File: config.mk
export PLATFORM = sky130hd
export DESIGN_NAME = mem_arbiter_flat
export DESIGN_NICKNAME = d
export VERILOG_FILES = /design/src/rtl/mem_arbiter_if.sv /design/src/rtl/mem_arbiter.sv /design/src/flat_wrapper.sv
export SDC_FILE = /design/constraint.sdc
export NUM_CORES = 1
export LEC_CHECK = 0
export BUFFER_PORTS_ARGS = -buffer_cell sky130_fd_sc_hd__buf_2
export CORE_ASPECT_RATIO = 1.1
export CORE_UTILIZATION = 54
export CTS_BUF_LIST = sky130_fd_sc_hd__clkbuf_2 sky130_fd_sc_hd__clkbuf_4 sky130_fd_sc_hd__clkbuf_8
export CTS_CLUSTER_DIAMETER = 40
export DETAILED_ROUTE_END_ITERATION = 12
export GPL_TIMING_DRIVEN = 0
export PLACE_DENSITY = 0.89
export SYNTH_ARGS = -nofsm -noshare
export SYNTH_HDL_FRONTEND = slang
export SYNTH_SLANG_ARGS = --single-unit
export TNS_END_PERCENT = 50
File: constraint.sdc
create_clock -name clk -period 3.5 [get_ports clk]
set_clock_uncertainty 0.2 [all_clocks]
set_input_delay 1.05 -clock clk [delete_from_list [all_inputs] [get_ports clk]]
set_output_delay 1.05 -clock clk [all_outputs]
set_load 0.02 [all_outputs]
File: src/rtl/mem_arbiter_if.sv
`default_nettype none
// ============================================================================
// Module   : mem_arbiter_if
// Purpose  : Signal bundle between the IF/MEM stages, the shared memory
//            port and the instruction/data arbiter.
// Revision : 1.0
// ============================================================================
interface mem_arbiter_if;
    // fetch side
    logic        inst_req_i;
    logic [31:0] inst_addr_i;
    logic [31:0] inst_rdata_o;
    logic        inst_ready_o;

    // load/store side
    logic        data_ce_i;
    logic        data_we_i;
    logic [3:0]  data_sel_i;
    logic [31:0] data_addr_i;
    logic [31:0] data_wdata_i;
    logic [31:0] data_rdata_o;
    logic        data_ready_o;

    // shared single-port memory
    logic        bus_ce_o;
    logic        bus_we_o;
    logic [3:0]  bus_sel_o;
    logic [31:0] bus_addr_o;
    logic [31:0] bus_wdata_o;
    logic [31:0] bus_rdata_i;
    logic        bus_ack_i;

    // pipeline control
    logic        flush_i;
    logic        stall_req_o;
    logic        bus_err_o;

    // arbiter view
    modport master (
        input  inst_req_i, inst_addr_i,
        input  data_ce_i, data_we_i, data_sel_i, data_addr_i, data_wdata_i,
        input  bus_rdata_i, bus_ack_i, flush_i,
        output inst_rdata_o, inst_ready_o,
        output data_rdata_o, data_ready_o,
        output bus_ce_o, bus_we_o, bus_sel_o, bus_addr_o, bus_wdata_o,
        output stall_req_o, bus_err_o
    );

    // pipeline / memory view
    modport slave (
        output inst_req_i, inst_addr_i,
        output data_ce_i, data_we_i, data_sel_i, data_addr_i, data_wdata_i,
        output bus_rdata_i, bus_ack_i, flush_i,
        input  inst_rdata_o, inst_ready_o,
        input  data_rdata_o, data_ready_o,
        input  bus_ce_o, bus_we_o, bus_sel_o, bus_addr_o, bus_wdata_o,
        input  stall_req_o, bus_err_o
    );
endinterface
`default_nettype wire

File: src/rtl/mem_arbiter.sv
`default_nettype none
// ============================================================================
// Module   : mem_arbiter
// Purpose  : Shares one single-port memory between instruction fetch and
//            load/store, data first, with an ack watchdog.
// Revision : 1.0
// ============================================================================
module mem_arbiter #(
    parameter int TIMEOUT = 255
) (
    input  logic          clk,
    input  logic          rst,
    mem_arbiter_if.master arb
);

    localparam logic [7:0] c_timeout_cnt = 8'(TIMEOUT);

    typedef enum logic [1:0] {
        ST_IDLE = 2'd0,
        ST_DATA = 2'd1,
        ST_INST = 2'd2
    } state_t;

    state_t      r_state;
    state_t      w_state_nxt;

    logic        r_bus_ce,     w_bus_ce;
    logic        r_bus_we,     w_bus_we;
    logic [3:0]  r_bus_sel,    w_bus_sel;
    logic [31:0] r_bus_addr,   w_bus_addr;
    logic [31:0] r_bus_wdata,  w_bus_wdata;
    logic [31:0] r_data_rdata, w_data_rdata;
    logic [31:0] r_inst_rdata, w_inst_rdata;
    logic        r_data_ready, w_data_ready;
    logic        r_inst_ready, w_inst_ready;
    logic        r_bus_err,    w_bus_err;
    logic [7:0]  r_wdog,       w_wdog;
    logic        r_inst_flushed, w_inst_flushed;

    logic [7:0]  w_wdog_inc;
    logic        w_timeout;
    logic        w_flush_seen;
    logic        w_stall;

    assign w_wdog_inc   = r_wdog + 8'd1;
    assign w_timeout    = (w_wdog_inc == c_timeout_cnt);
    // A fetch flushed at any point of its transaction must never report ready.
    assign w_flush_seen = r_inst_flushed | arb.flush_i;

    always_comb begin
        w_state_nxt    = r_state;
        w_bus_ce       = r_bus_ce;
        w_bus_we       = r_bus_we;
        w_bus_sel      = r_bus_sel;
        w_bus_addr     = r_bus_addr;
        w_bus_wdata    = r_bus_wdata;
        w_data_rdata   = r_data_rdata;
        w_inst_rdata   = r_inst_rdata;
        w_data_ready   = 1'b0;
        w_inst_ready   = 1'b0;
        w_bus_err      = 1'b0;
        w_wdog         = r_wdog;
        w_inst_flushed = r_inst_flushed;

        case (r_state)
            ST_IDLE: begin
                // Ready-high requester is still presenting the finished access.
                if (arb.data_ce_i && !r_data_ready) begin
                    w_state_nxt    = ST_DATA;
                    w_bus_ce       = 1'b1;
                    w_bus_we       = arb.data_we_i;
                    w_bus_sel      = arb.data_sel_i;
                    w_bus_addr     = arb.data_addr_i;
                    w_bus_wdata    = arb.data_wdata_i;
                    w_wdog         = 8'd0;
                    w_inst_flushed = 1'b0;
                end else if (arb.inst_req_i && !r_inst_ready && !arb.flush_i) begin
                    w_state_nxt    = ST_INST;
                    w_bus_ce       = 1'b1;
                    w_bus_we       = 1'b0;
                    w_bus_sel      = 4'b1111;
                    w_bus_addr     = arb.inst_addr_i;
                    w_bus_wdata    = 32'd0;
                    w_wdog         = 8'd0;
                    w_inst_flushed = 1'b0;
                end
            end

            ST_DATA: begin
                if (arb.bus_ack_i) begin
                    w_data_rdata = arb.bus_rdata_i;
                    w_data_ready = 1'b1;
                    w_bus_ce     = 1'b0;
                    w_state_nxt  = ST_IDLE;
                end else if (w_timeout) begin
                    w_data_rdata = 32'd0;
                    w_data_ready = 1'b1;
                    w_bus_err    = 1'b1;
                    w_bus_ce     = 1'b0;
                    w_wdog       = w_wdog_inc;
                    w_state_nxt  = ST_IDLE;
                end else begin
                    w_wdog       = w_wdog_inc;
                end
            end

            ST_INST: begin
                if (arb.bus_ack_i) begin
                    if (!w_flush_seen) begin
                        w_inst_rdata = arb.bus_rdata_i;
                        w_inst_ready = 1'b1;
                    end
                    w_bus_ce       = 1'b0;
                    w_inst_flushed = 1'b0;
                    w_state_nxt    = ST_IDLE;
                end else if (w_timeout) begin
                    if (!w_flush_seen) begin
                        w_inst_rdata = 32'd0;
                        w_inst_ready = 1'b1;
                    end
                    w_bus_err      = 1'b1;
                    w_bus_ce       = 1'b0;
                    w_wdog         = w_wdog_inc;
                    w_inst_flushed = 1'b0;
                    w_state_nxt    = ST_IDLE;
                end else begin
                    w_wdog         = w_wdog_inc;
                    w_inst_flushed = w_flush_seen;
                end
            end

            default: begin
                w_bus_ce    = 1'b0;
                w_state_nxt = ST_IDLE;
            end
        endcase
    end

    always_ff @(posedge clk) begin
        if (rst) begin
            r_state        <= ST_IDLE;
            r_bus_ce       <= 1'b0;
            r_bus_we       <= 1'b0;
            r_bus_sel      <= 4'd0;
            r_bus_addr     <= 32'd0;
            r_bus_wdata    <= 32'd0;
            r_data_rdata   <= 32'd0;
            r_inst_rdata   <= 32'd0;
            r_data_ready   <= 1'b0;
            r_inst_ready   <= 1'b0;
            r_bus_err      <= 1'b0;
            r_wdog         <= 8'd0;
            r_inst_flushed <= 1'b0;
        end else begin
            r_state        <= w_state_nxt;
            r_bus_ce       <= w_bus_ce;
            r_bus_we       <= w_bus_we;
            r_bus_sel      <= w_bus_sel;
            r_bus_addr     <= w_bus_addr;
            r_bus_wdata    <= w_bus_wdata;
            r_data_rdata   <= w_data_rdata;
            r_inst_rdata   <= w_inst_rdata;
            r_data_ready   <= w_data_ready;
            r_inst_ready   <= w_inst_ready;
            r_bus_err      <= w_bus_err;
            r_wdog         <= w_wdog;
            r_inst_flushed <= w_inst_flushed;
        end
    end

    assign w_stall = (arb.data_ce_i & ~r_data_ready)
                   | (arb.inst_req_i & ~r_inst_ready & ~arb.flush_i);

    assign arb.stall_req_o  = ~rst & w_stall;
    assign arb.bus_ce_o     = r_bus_ce;
    assign arb.bus_we_o     = r_bus_we;
    assign arb.bus_sel_o    = r_bus_sel;
    assign arb.bus_addr_o   = r_bus_addr;
    assign arb.bus_wdata_o  = r_bus_wdata;
    assign arb.data_rdata_o = r_data_rdata;
    assign arb.inst_rdata_o = r_inst_rdata;
    assign arb.data_ready_o = r_data_ready;
    assign arb.inst_ready_o = r_inst_ready;
    assign arb.bus_err_o    = r_bus_err;

endmodule
`default_nettype wire

File: src/flat_wrapper.sv
// flat-port wrapper written by rule: the top's interface ports become plain ports
module mem_arbiter_flat 
#(
    parameter int TIMEOUT = 255
)
  (clk, rst, arb_inst_req_i, arb_inst_addr_i, arb_data_ce_i, arb_data_we_i, arb_data_sel_i, arb_data_addr_i, arb_data_wdata_i, arb_bus_rdata_i, arb_bus_ack_i, arb_flush_i, arb_inst_rdata_o, arb_inst_ready_o, arb_data_rdata_o, arb_data_ready_o, arb_bus_ce_o, arb_bus_we_o, arb_bus_sel_o, arb_bus_addr_o, arb_bus_wdata_o, arb_stall_req_o, arb_bus_err_o);
  mem_arbiter_if arb_i ();
  input  logic clk;
  input  logic rst;
  input wire logic [$bits(arb_i.inst_req_i)-1:0] arb_inst_req_i;
  input wire logic [$bits(arb_i.inst_addr_i)-1:0] arb_inst_addr_i;
  input wire logic [$bits(arb_i.data_ce_i)-1:0] arb_data_ce_i;
  input wire logic [$bits(arb_i.data_we_i)-1:0] arb_data_we_i;
  input wire logic [$bits(arb_i.data_sel_i)-1:0] arb_data_sel_i;
  input wire logic [$bits(arb_i.data_addr_i)-1:0] arb_data_addr_i;
  input wire logic [$bits(arb_i.data_wdata_i)-1:0] arb_data_wdata_i;
  input wire logic [$bits(arb_i.bus_rdata_i)-1:0] arb_bus_rdata_i;
  input wire logic [$bits(arb_i.bus_ack_i)-1:0] arb_bus_ack_i;
  input wire logic [$bits(arb_i.flush_i)-1:0] arb_flush_i;
  output wire logic [$bits(arb_i.inst_rdata_o)-1:0] arb_inst_rdata_o;
  output wire logic [$bits(arb_i.inst_ready_o)-1:0] arb_inst_ready_o;
  output wire logic [$bits(arb_i.data_rdata_o)-1:0] arb_data_rdata_o;
  output wire logic [$bits(arb_i.data_ready_o)-1:0] arb_data_ready_o;
  output wire logic [$bits(arb_i.bus_ce_o)-1:0] arb_bus_ce_o;
  output wire logic [$bits(arb_i.bus_we_o)-1:0] arb_bus_we_o;
  output wire logic [$bits(arb_i.bus_sel_o)-1:0] arb_bus_sel_o;
  output wire logic [$bits(arb_i.bus_addr_o)-1:0] arb_bus_addr_o;
  output wire logic [$bits(arb_i.bus_wdata_o)-1:0] arb_bus_wdata_o;
  output wire logic [$bits(arb_i.stall_req_o)-1:0] arb_stall_req_o;
  output wire logic [$bits(arb_i.bus_err_o)-1:0] arb_bus_err_o;
  assign arb_i.inst_req_i = arb_inst_req_i;
  assign arb_i.inst_addr_i = arb_inst_addr_i;
  assign arb_i.data_ce_i = arb_data_ce_i;
  assign arb_i.data_we_i = arb_data_we_i;
  assign arb_i.data_sel_i = arb_data_sel_i;
  assign arb_i.data_addr_i = arb_data_addr_i;
  assign arb_i.data_wdata_i = arb_data_wdata_i;
  assign arb_i.bus_rdata_i = arb_bus_rdata_i;
  assign arb_i.bus_ack_i = arb_bus_ack_i;
  assign arb_i.flush_i = arb_flush_i;
  assign arb_inst_rdata_o = arb_i.inst_rdata_o;
  assign arb_inst_ready_o = arb_i.inst_ready_o;
  assign arb_data_rdata_o = arb_i.data_rdata_o;
  assign arb_data_ready_o = arb_i.data_ready_o;
  assign arb_bus_ce_o = arb_i.bus_ce_o;
  assign arb_bus_we_o = arb_i.bus_we_o;
  assign arb_bus_sel_o = arb_i.bus_sel_o;
  assign arb_bus_addr_o = arb_i.bus_addr_o;
  assign arb_bus_wdata_o = arb_i.bus_wdata_o;
  assign arb_stall_req_o = arb_i.stall_req_o;
  assign arb_bus_err_o = arb_i.bus_err_o;
  mem_arbiter #(.TIMEOUT(TIMEOUT)) u_core (.clk(clk), .rst(rst), .arb(arb_i));
endmodule
# After elaboration in Yosys (flattened, before gate mapping)
# Cells that the tools add are included.
[totals]
regBits = 148
input_bits = 139
output_inout_bits = 138
[op_classes]
addsub = 1
eq_ne = 6
mux = 37
bitwise_logic = 14
n_reduce_logical = 21
[op_table]
columns = ["op", "n"]
rows = [
  ["$mux W32", 10],
  ["$mux W8", 3],
  ["$pmux W8 S2", 1],
  ["$mux W1", 14],
  ["$add A8 B1 Y8 const B", 1],
  ["$eq A8 B8 Y1 const B", 1],
  ["$mux W2", 4],
  ["$mux W4", 2],
  ["$not A1 Y1", 8],
  ["$reduce_and A2 Y1", 4],
  ["$reduce_bool A2 Y1", 4],
  ["$ne A3 B1 Y1 const B", 2],
  ["$reduce_and A3 Y1", 2],
  ["$reduce_or A2 Y1", 3],
  ["$and A1 B1 Y1", 4],
  ["$pmux W1 S2", 2],
  ["$pmux W2 S2", 1],
  ["$logic_and A1 B1 Y1", 3],
  ["$logic_not A1 Y1", 3],
  ["$reduce_or A3 Y1", 1],
  ["$eq A2 B1 Y1 const B", 1],
  ["$eq A2 B2 Y1 const B", 1],
  ["$logic_not A2 Y1", 1],
  ["$ne A2 B2 Y1 const B", 1],
  ["$or A1 B1 Y1", 2],
]

# Logic depth before layout (Yosys ltp)
# Gate-level depths: netlist (run 1).
[depth]
depth_word = 6
mapped_depth = 8
mapped_depth_nobuf = 7

# Worst setup path after synthesis (run 1)
# No wires, ideal clock.
[synth_path]
path_kind = "input to output"
start = "input arb_flush_i"
end = "output arb_stall_req_o"
t_arrival_ps = 1908
slack_ps = 342
stages = 3
path_buffers = 1
path_cell_list = "or3b_1 > buf_2 > a21oi_1"
[synth_via]
elab_chain_len = 4
[synth_lines]
columns = ["item", "line", "rtl"]
rows = [
  ["start, declared", "flat_wrapper.sv:19", "input wire logic [$bits(arb_i.flush_i)-1:0] arb_flush_i;"],
  ["$not A1 Y1", "mem_arbiter.sv:172", "| (arb.inst_req_i & ~r_inst_ready & ~arb.flush_i);"],
  ["$and A1 B1 Y1", "mem_arbiter.sv:172", ""],
  ["$or A1 B1 Y1", "mem_arbiter.sv:172", ""],
  ["$and A1 B1 Y1", "mem_arbiter.sv:174", "assign arb.stall_req_o = ~rst & w_stall;"],
  ["end, declared", "flat_wrapper.sv:29", "output wire logic [$bits(arb_i.stall_req_o)-1:0] arb_stall_req_o;"],
]
# No other way between the ends.

# Final worst setup path (run 1)
# Same ends and word-level chain as after synthesis.

==> results of run 1 <==
## flip-flops by register name, indices dropped and copies added, names as in the netlist
name / count
u_core.r_state: 2
u_core.arb.bus_we_o: 1
u_core.arb.bus_ce_o: 1
u_core.arb.inst_ready_o: 1
u_core.arb.bus_err_o: 1
u_core.arb.bus_sel_o: 4
u_core.arb.bus_wdata_o: 32
u_core.r_inst_flushed: 1
u_core.arb.data_rdata_o: 32
u_core.arb.inst_rdata_o: 32
u_core.arb.bus_addr_o: 32
u_core.arb.data_ready_o: 1
u_core.r_wdog: 8
## worst reg2reg max path, stage by stage (launching register included)
cell,delay [ns]
dfxtp_1,0.47
ha_1,0.29
nand2b_1,0.18
a21oi_1,0.06
o21ai_1,0.27
buf_2,0.28
buf_2,0.24
o21ai_0,0.12
a21oi_1,0.17
## through the flow
step / instances / util / instance area (um^2) / setup slack (ns)
floorplan: 808 / - / 6660 / 0.342
global placement: 1238 / 0.684 / 8230 / -0.0736
detailed placement: 1238 / 0.684 / 8230 / -0.0747
CTS: 1270 / 0.714 / 8590 / 0.0194
global route: 1270 / 0.714 / 8590 / 0.155
finish: 1270 / 0.714 / 8590 / 0.224
## worst max-delay path by stage
stage	startpoint	to	slack, ns
floorplan	arb_flush_i	arb_stall_req_o	0.34
global placement	rst	arb_stall_req_o	-0.07
detailed placement	rst	arb_stall_req_o	-0.07
CTS	arb_data_ce_i	arb_stall_req_o	0.02
global route	arb_flush_i	arb_stall_req_o	0.16
finish	arb_flush_i	arb_stall_req_o	0.22
## power groups by stage
stage / combinational (mW) / clock, mW / sequential [mW]
3_3_place_gp: 1.48 / 0 / 2.08
6_report: 1.52 / 1.25 / 2.06
4_1_cts: 1.51 / 1.25 / 2.06
3_5_place_dp: 1.51 / 0 / 2.09
5_1_grt: 1.65 / 1.33 / 2.08
2_1_floorplan: 0.714 / 0 / 2.35
## what timing repair did
action,in CTS,in global routing
endpoints found under the setup margin,1,1
hold endpoints to repair,0,0
hold buffers,0,0
gates resized for setup,1,0
## cell families (layout without fill, tap and decap cells)
logic type      count (synthesis)  after routing  share of synthesized area
compound gates                295            295                      0.284
xor+xnor                        2              2                    0.00263
fa+ha+maj                       6              6                     0.0113
buf+inv                        83            389                     0.0536
flops                         148            148                      0.445
other cells                     0              2                          0
simple gates                  274            274                      0.204
## cell usage after synthesis (all sizes together)
master and count:
dfxtp 148, a21oi 103, nor2b 99, nor2 74
nand2 72, o21ai 72, a22oi 65, clkbuf 57
a311oi 32, buf 18, nand3 8, inv 7
and3 6, ha 6, nand2b 4, o221a 4
o31ai 4, a31oi 3, nor4 3, a211oi 2
a32o 2, nor3 2, or3b 2, xnor2 2
a211o 1, a21bo 1, a21o 1, a221o 1
a221oi 1, a311o 1, and2 1, clkinv 1
nand3b 1, nand4 1, nor3b 1, o2111ai 1
o21bai 1
## cells in the final DEF (no fill, tap or decap), types with 3 or more instances in the layout
| cell | count |
|---|---|
| nor2_1 | 74 |
| nand2_1 | 72 |
| nand3_1 | 7 |
| a311oi_1 | 32 |
| and3_1 | 6 |
| buf_4 | 3 |
| nor2b_1 | 99 |
| dfxtp_1 | 148 |
| buf_2 | 288 |
| clkbuf_8 | 18 |
| o221a_2 | 4 |
| a22oi_1 | 65 |
| inv_1 | 7 |
| clkbuf_2 | 4 |
| nand2b_1 | 4 |
| clkinv_2 | 6 |
| o31ai_1 | 4 |
| clkinvlp_4 | 3 |
| a21oi_1 | 101 |
| ha_1 | 6 |
| o21ai_0 | 70 |
| clkbuf_1 | 52 |
## routing by layer
layer  track usage  up-vias
li1              -     3448
met5             0        -
met3        0.0871       56
met4         0.162        0
met2         0.559      373
met1         0.377     3421
## final cells by class
cell class              count  area (um^2)
multi-input cells         577         3340
repair buffers            276         1380
fillers                   960         3440
clock inverters            13          109
inverters                   8         30.0
well taps                 154          193
diodes                      2         5.00
flip-flops and latches    148         2960
plain buffers              73          320
clock buffers              19          255
==> summary.md, run 1 <==
| Metric | Value |
|---|---|
| Status | complete, no violations |
| CP Data Required Time | 2.25 ns |
| NetSw | 1.78 mW |
| PD cells | 562 nW/um^2 |
| I/O Buffers | 276 |
| Worst Hold Launch | u_core.arb.bus_ce_o |
| Avg Inst Size Synth | 8.24 um^2 |
| Clock buffer depth | 2 |
| Routed met3 length | 1790 um |
| Clock tree from TritonCTS | done |
| Hold Fails Final Rpt | 0 |
| Worst-path maximum fanout | 7 |
| Share of cells above drive strength 1 | 0.306 |
| Routed met2 length | 10400 um |
| Slowest-stage cell, CP | or3b_1 |
| Final period util | 0.936 |
| Max IR drop VDD | 0.419 mV |
| FP Rows | 42 |
| Number of global-route vias before repair | 6848 |
| Nets | 1246 |
| IO Count | 277 |
| Worst Reg-to-Reg Cells | 8 |
| Worst slew pin tran | 0.740 ns |
| Largest net degree at the start of global routing | 17 |
| Worst Setup Start Kind | input port |
| Mapped Area | 6660 um^2 |
| Area growth, synth to finish | 29.1% |
| Crit path cell chain | buf_2 > or3b_1 > buf_2 > a21oi_1 > buf_2 |
| Most Frequent Cell on Critical Path | buf_2 |
| Lkg Pwr | 3.83 nW |
| RSZ-0062 raised after global routing | no |
| DRT Pass-1 Iters | 5 |
| Slew Limit Fails | 0 |
| Crit Path Class | in -> out |
| Die H | 118 um |
| Root Buffer | clkbuf_8 |
| Total GRT Usage | 0.329 |
| Vias after detailed routing | 7298 |
| Die Footprint | 12800 um^2 |
| M1 wire length | 8190 um |
| Stages on worst setup path | 5 |
| Avg WL per Cell | 16.6 um |
| DRT antenna net count | 0 |
| Endpoint class of the critical path | primary output |
| Synth top area share | 0.445 |
| Pwr Total | 4.83 mW |
| Initial cell density of the core | 0.553 |
| Inserted Clock Buffers | 17 |
| First-pass GRT wire length | 32700 um |
| Htree depth | 4 |
| Setup tns final | 0 ns |
| Synth area leaders | dfxtp_1 (45%), nor2b_1 (9.3%), a21oi_1 (7.6%), a22oi_1 (7.3%), o21ai_0 (5.3%) |
| # setup viols final | 0 |
| FMAX | 305 MHz |
| DRT iter0 DRCs | 653 |
| Worst Hold Class | reg -> reg |
| Netlist cell types | 46 |
| YS warnings | 0 |
| Clock share of power | 0.258 |
| Clk sinks | 148 |
| Combinational share of power | 0.315 |
| Post-synth top area cell | dfxtp_1 |
| Post-Syn Nets | 953 |
| Top Layer Used | met4 |
| Worst hold stages | 2 |
| CP delay by family, top | buffers and inverters |
| Sequential power share | 0.427 |
| Die span in x | 108 um |
| R2R Setup Slk | 1.15 ns |
| CP peak stage delay | 0.34 ns |
| Hold slack | 0.270 ns |
| Buffers and inverters on the worst path | 3 |
| Clock slew at reported path FFs | 0.08 ns |
| DRC | 0 |
| R2r endpoint | u_core.arb.data_rdata_o[3] |
| Post-synthesis sequential area ratio | 0.445 |
| WHS Endpoint | u_core.arb.bus_ce_o |
| DPL Wire Length | 15700 um |
| Post-layout minimum cycle time | 3.28 ns |
| Pint | 3.05 mW |
| Total congestion overflow | 0 |
| Max Cap Violations | 0 |
| Final WL | 21100 um |
| RD Place Congestion | 0.870 |
| CORE AREA | 12000 um^2 |
| Vias/cell | 5.75 |
| Post-CTS setup-driven buffer insertion count | 0 |
| RR Startpoint | u_core.r_wdog[0] |
| Worst-Skew Late Latency | 0.46 ns |
| Post-Syn Instances | 808 |
| Slew headroom | 0.507 |
| Sw frac | 0.368 |
| Initial antenna violation count | 2 |
| Crit path DAT | 2.03 ns |
| Flop and latch count out of synthesis | 148 |
Power figures use the tool's default switching activity.
==> inputs of run 2 (changes only) <==
- CORE_UTILIZATION: 54 -> 38
- PLACE_DENSITY: 0.89 -> 0.66
- TNS_END_PERCENT: 50 -> not set
==> run 2 against run 1 <==
Against the previous run:
- hold slack better by 0.014 ns
- critical path type unchanged
- largest power group unchanged
- setup slack got worse by 0.010 ns
- global-route usage down 9.1 points
- combinational power about the same
- largest cell class unchanged
- clock power increased by 6%
- via count is 4.0% lower
- highest routed layer is now met5
==> summary.md, run 2 (same netlist as run 1, synthesis figures left out) <==
| Metric | Value |
|---|---|
| Status | complete, no violations |
| DRT antenna net count | 0 |
| FMAX | 304 MHz |
| Hold Fails Final Rpt | 0 |
| Worst-path maximum fanout | 7 |
| Clock buffer depth | 2 |
| PD cells | 562 nW/um^2 |
| Final period util | 0.939 |
| Total congestion overflow | 0 |
| Footprint of the multi-input gates | 3340 um^2 |
| Clock tree from TritonCTS | done |
| Post-route cell area | 8710 um^2 |
| RSZ-0062 raised after global routing | no |
| Worst slew pin tran | 0.812 ns |
| Area growth, synth to finish | 30.8% |
| Inserted Clock Buffers | 17 |
| CTS Hold Bufs | 0 |
| Final WL | 21900 um |
| First-pass GRT wire length | 33600 um |
| Htree depth | 4 |
| Clock slew at reported path FFs | 0.09 ns |
| IO Count | 277 |
| Pre-CTS setup slack | -0.213 ns |
| Avg WL per Cell | 16.2 um |
| Worst Setup Start Kind | input port |
| RD Place Congestion | 0.803 |
| Leading cell type in the layout, fill and taps excluded | buf_2 |
| Worst Hold Class | reg -> reg |
| Endpoint class of the critical path | primary output |
| Lkg Pwr | 3.84 nW |
| Vias/cell | 5.20 |
| Root Buffer | clkbuf_8 |
| Most frequent cells in the layout | buf_2 (288), dfxtp_1 (148), a21oi_1 (101), nor2b_1 (99), nor2_1 (74) |
| FP Rows | 50 |
| Die span in x | 128 um |
| Initial antenna violation count | 1 |
| Initial cell density of the core | 0.390 |
| Crit Path Class | in -> out |
| DRC | 0 |
| Number of fill cells | 1730 |
| DRT iter0 DRCs | 408 |
| Worst Setup Slack, final | 0.214 ns |
| DP Cell Count | 1318 |
| CP Data Required Time | 2.25 ns |
| Total GRT Usage | 0.238 |
| Worst-Skew Late Latency | 0.46 ns |
| I/O Buffers | 276 |
| DPL Wire Length | 16300 um |
| Clk sinks | 148 |
| Register area | 2960 um^2 |
| Final std cells w/o fill | 1348 |
| Vias after detailed routing | 7003 |
| Setup tns final | 0 ns |
| DRT Pass-1 Iters | 5 |
| Die Footprint | 18000 um^2 |
| Crit path DAT | 2.04 ns |
| Crit path cell chain | buf_2 > or3b_1 > buf_2 > a21oi_1 > buf_2 |
| Post-CTS setup-driven buffer insertion count | 0 |
| Post-layout minimum cycle time | 3.29 ns |
| Max Cap Violations | 0 |
| Slew Limit Fails | 0 |
| DP Area | 8330 um^2 |
| CP peak stage delay | 0.34 ns |
| # setup viols final | 0 |
| Diode count | 0 |
| Nets | 1246 |
| Most Frequent Cell on Critical Path | buf_2 |
| Share of cells above drive strength 1 | 0.306 |
| Slowest-stage cell, CP | or3b_1 |
| Slew headroom | 0.459 |
| Die H | 141 um |
| CTS resizes | 1 |
| Largest net degree at the start of global routing | 20 |
| Number of global-route vias before repair | 6410 |
| CORE AREA | 17100 um^2 |
| Max IR drop VDD | 0.274 mV |
==> run 2: cell count changes in the layout (fill, tap and decap cells not counted) <==
| cell | before | now |
|---|---|---|
| clkbuf_8 | 18 | 17 |
| diode_2 | 2 | 0 |
| bufinv_16 | 1 | 0 |
| clkinvlp_4 | 3 | 1 |
| clkinv_2 | 6 | 0 |
| inv_6 | 2 | 7 |
| clkbuf_4 | 1 | 0 |
| clkinv_8 | 0 | 1 |
| inv_8 | 0 | 5 |
==> run 2: layout make-up <==
type,instances,share of cell area
buffer,73,0.0368
inverter,8,0.00345
clock inverter,15,0.0172
clock buffer,17,0.0269
timing repair buffer,276,0.159
tap,234,0.0336
multi-input combinational,577,0.383
sequential,148,0.340
==> run 2: power by group <==
| group | internal [mW] | leakage, nW | total (mW) | switching [mW] |
|---|---|---|---|---|
| registers | 1.92 | 1.21 | 2.05 | 0.137 |
| logic | 0.549 | 2.43 | 1.52 | 0.971 |
| clock network | 0.536 | 0.195 | 1.32 | 0.786 |
==> run 2: final timing paths <==
check,start,to,slack [ns],cells past startpoint
max,arb_flush_i,arb_stall_req_o,0.21,5
min,u_core.arb.bus_ce_o,u_core.arb.bus_ce_o,0.28,2
max reg2reg,u_core.r_wdog[0],u_core.arb.data_rdata_o[19],1.20,7
min reg2reg,u_core.arb.bus_ce_o,u_core.arb.bus_ce_o,0.28,2
==> run 2: metal layers <==
| metal | up-vias | part of all wire | global-route usage |
|---|---|---|---|
| met5 | - | 0.00027 | 0 |
| met4 | 2 | 0.017 | 0.0805 |
| met3 | 25 | 0.074 | 0.0645 |
| met2 | 267 | 0.48 | 0.394 |
| met1 | 3261 | 0.43 | 0.296 |
| li1 | 3448 | - | - |
==> run 2: critical path, delay by kind of cell <==
family / cells / cell delay [ns]
buffers and inverters: 3 / 0.50
AND/OR/NAND/NOR: 1 / 0.34
AO/OA/AOI/OAI: 1 / 0.14
==> run 2: stage by stage <==
stage	power [mW]	utilization	hold slack, ns
6_report	4.90	0.510	0.284
3_3_place_gp	3.59	0.488	0.257
5_1_grt	5.18	0.510	0.310
2_1_floorplan	3.06	-	0.250
3_5_place_dp	3.61	0.488	0.275
4_1_cts	4.93	0.510	0.289
==> inputs of run 3 (changes only) <==
- CORE_UTILIZATION: 38 -> 30
- PLACE_DENSITY: 0.66 -> not set
==> run 3 against run 2 <==
Against the previous run:
- sequential share of layout area is 0.32 points lower
- cell count is 4.3% higher
- hold slack worse by 0.014 ns
- flip-flop and latch count stayed put
- total power is 1.2% higher
- design area is 0.95% higher
- combinational power hardly changed
- fmax hardly changed
- die area is 26% higher
- first-iteration DRC count is 14% lower
==> summary.md, run 3 (same netlist as run 1, synthesis figures left out) <==
| Metric | Value |
|---|---|
| Status | complete, no violations |
| Worst Reg-to-Reg Cells | 7 |
| Sw frac | 0.381 |
| Worst-Skew Late Latency | 0.45 ns |
| CP Data Required Time | 2.25 ns |
| Sequential power share | 0.415 |
| NetSw | 1.89 mW |
| DRT antenna net count | 0 |
| Leading cell type in the layout, fill and taps excluded | buf_2 |
| Clock buffer depth | 2 |
| R2r endpoint | u_core.arb.data_rdata_o[31] |
| Most frequent cells in the layout | buf_2 (288), dfxtp_1 (148), a21oi_1 (101), nor2b_1 (99), nor2_1 (74) |
| Crit Path Class | in -> out |
| Final WL | 22800 um |
| Area growth, synth to finish | 32.1% |
| CTS resizes | 1 |
| FP Rows | 56 |
| Worst Hold Launch | u_core.arb.bus_ce_o |
| DRC | 0 |
| Lkg Pwr | 3.84 nW |
| Hold Fails Final Rpt | 0 |
| Initial antenna violation count | 2 |
| Worst Setup Slack, final | 0.213 ns |
| Share of cells above drive strength 1 | 0.306 |
| Worst hold stages | 2 |
| Number of global-route vias before repair | 6582 |
| Endpoint class of the critical path | primary output |
| Worst Setup Start Kind | input port |
| RD Place Congestion | 0.793 |
| DPL Wire Length | 16900 um |
| Total congestion overflow | 0 |
| I/O Buffers | 276 |
| Combinational share of power | 0.309 |
| Crit path DAT | 2.04 ns |
| Max IR drop VDD | 0.251 mV |
| Root Buffer | clkbuf_8 |
| RSZ-0062 raised after global routing | no |
| Vias after detailed routing | 6905 |
| Die Footprint | 22800 um^2 |
| WHS Endpoint | u_core.arb.bus_ce_o |
| RR Startpoint | u_core.r_wdog[0] |
| Total GRT Usage | 0.200 |
| Worst Hold Class | reg -> reg |
| Post-route cell area | 8790 um^2 |
| CORE AREA | 21500 um^2 |
| Setup tns final | 0 ns |
| Die span in x | 144 um |
| Htree depth | 4 |
| Post-CTS setup-driven buffer insertion count | 0 |
| DRT iter0 DRCs | 351 |
| Post-layout minimum cycle time | 3.29 ns |
| Worst-path maximum fanout | 7 |
| # setup viols final | 0 |
| DRT Pass-1 Iters | 5 |
| Max Cap Violations | 0 |
| Clock share of power | 0.276 |
| CTS Hold Bufs | 0 |
| PD cells | 563 nW/um^2 |
| Clock tree from TritonCTS | done |
| DP Area | 8400 um^2 |
| Final period util | 0.939 |
| Clk sinks | 148 |
| Nets | 1246 |
| Inserted Clock Buffers | 17 |
| Vias/cell | 4.91 |
| Clock slew at reported path FFs | 0.08 ns |
| Slew Limit Fails | 0 |
| Hold slack | 0.270 ns |
| Initial cell density of the core | 0.309 |
| Pint | 3.06 mW |
| Slew headroom | 0.421 |
| R2R Setup Slk | 1.14 ns |
| Largest net degree at the start of global routing | 20 |
| Avg WL per Cell | 16.2 um |
| Pre-CTS setup slack | -0.352 ns |
| Die H | 158 um |
| IO Count | 277 |
| Worst slew pin tran | 0.868 ns |
| FMAX | 304 MHz |
| First-pass GRT wire length | 35200 um |
-- run 3: changes by cell type in the layout (fill, tap and decap cells not counted) --
| cell | before | now |
|---|---|---|
| inv_8 | 5 | 4 |
| bufinv_16 | 0 | 1 |
| clkinv_8 | 1 | 0 |
| clkinv_2 | 0 | 1 |
| diode_2 | 0 | 2 |
-- run 3: worst max-delay path, stage by stage --
cell and delay, ns:
buf_2 0.14, or3b_1 0.34, buf_2 0.17, a21oi_1 0.14
buf_2 0.20
-- run 3: worst max path at each step --
stage | from | to | depth (start not counted)
2_1_floorplan | arb_flush_i | arb_stall_req_o | 3
3_3_place_gp | rst | arb_stall_req_o | 5
3_5_place_dp | rst | arb_stall_req_o | 5
4_1_cts | arb_flush_i | arb_stall_req_o | 5
5_1_grt | arb_flush_i | arb_stall_req_o | 5
6_report | arb_flush_i | arb_stall_req_o | 5
-- run 3: power groups by stage --
stage | registers (mW) | logic [mW] | clock network, mW
detailed placement | 2.09 | 1.54 | 0
global placement | 2.09 | 1.53 | 0
finish | 2.06 | 1.53 | 1.37
global route | 2.08 | 1.69 | 1.48
floorplan | 2.35 | 0.714 | 0
CTS | 2.06 | 1.54 | 1.41
-- run 3: cell type report --
class                   instances  area (um^2)
fillers                      2247        12700
multi-input cells             577         3340
flip-flops and latches        148         2960
repair buffers                276         1380
well taps                     290          363
plain buffers                  73          320
clock buffers                  17          234
clock inverters                15          158
inverters                       8         30.0
diodes                          2         5.00
-- run 3: stage by stage --
stage | total power [mW] | std cells | util
2_1_floorplan | 3.06 | 808 | -
3_3_place_gp | 3.62 | 1374 | 0.390
3_5_place_dp | 3.63 | 1374 | 0.390
4_1_cts | 5.01 | 1404 | 0.408
5_1_grt | 5.26 | 1405 | 0.409
6_report | 4.95 | 1406 | 0.409
-- run 3: routing by layer --
metal / share of wire / up-vias / GRT usage
li1: - / 3447 / -
met1: 0.44 / 3206 / 0.247
met2: 0.49 / 240 / 0.343
met3: 0.070 / 12 / 0.0560
met4: 0.0080 / 0 / 0.0446
met5: 0 / - / 0
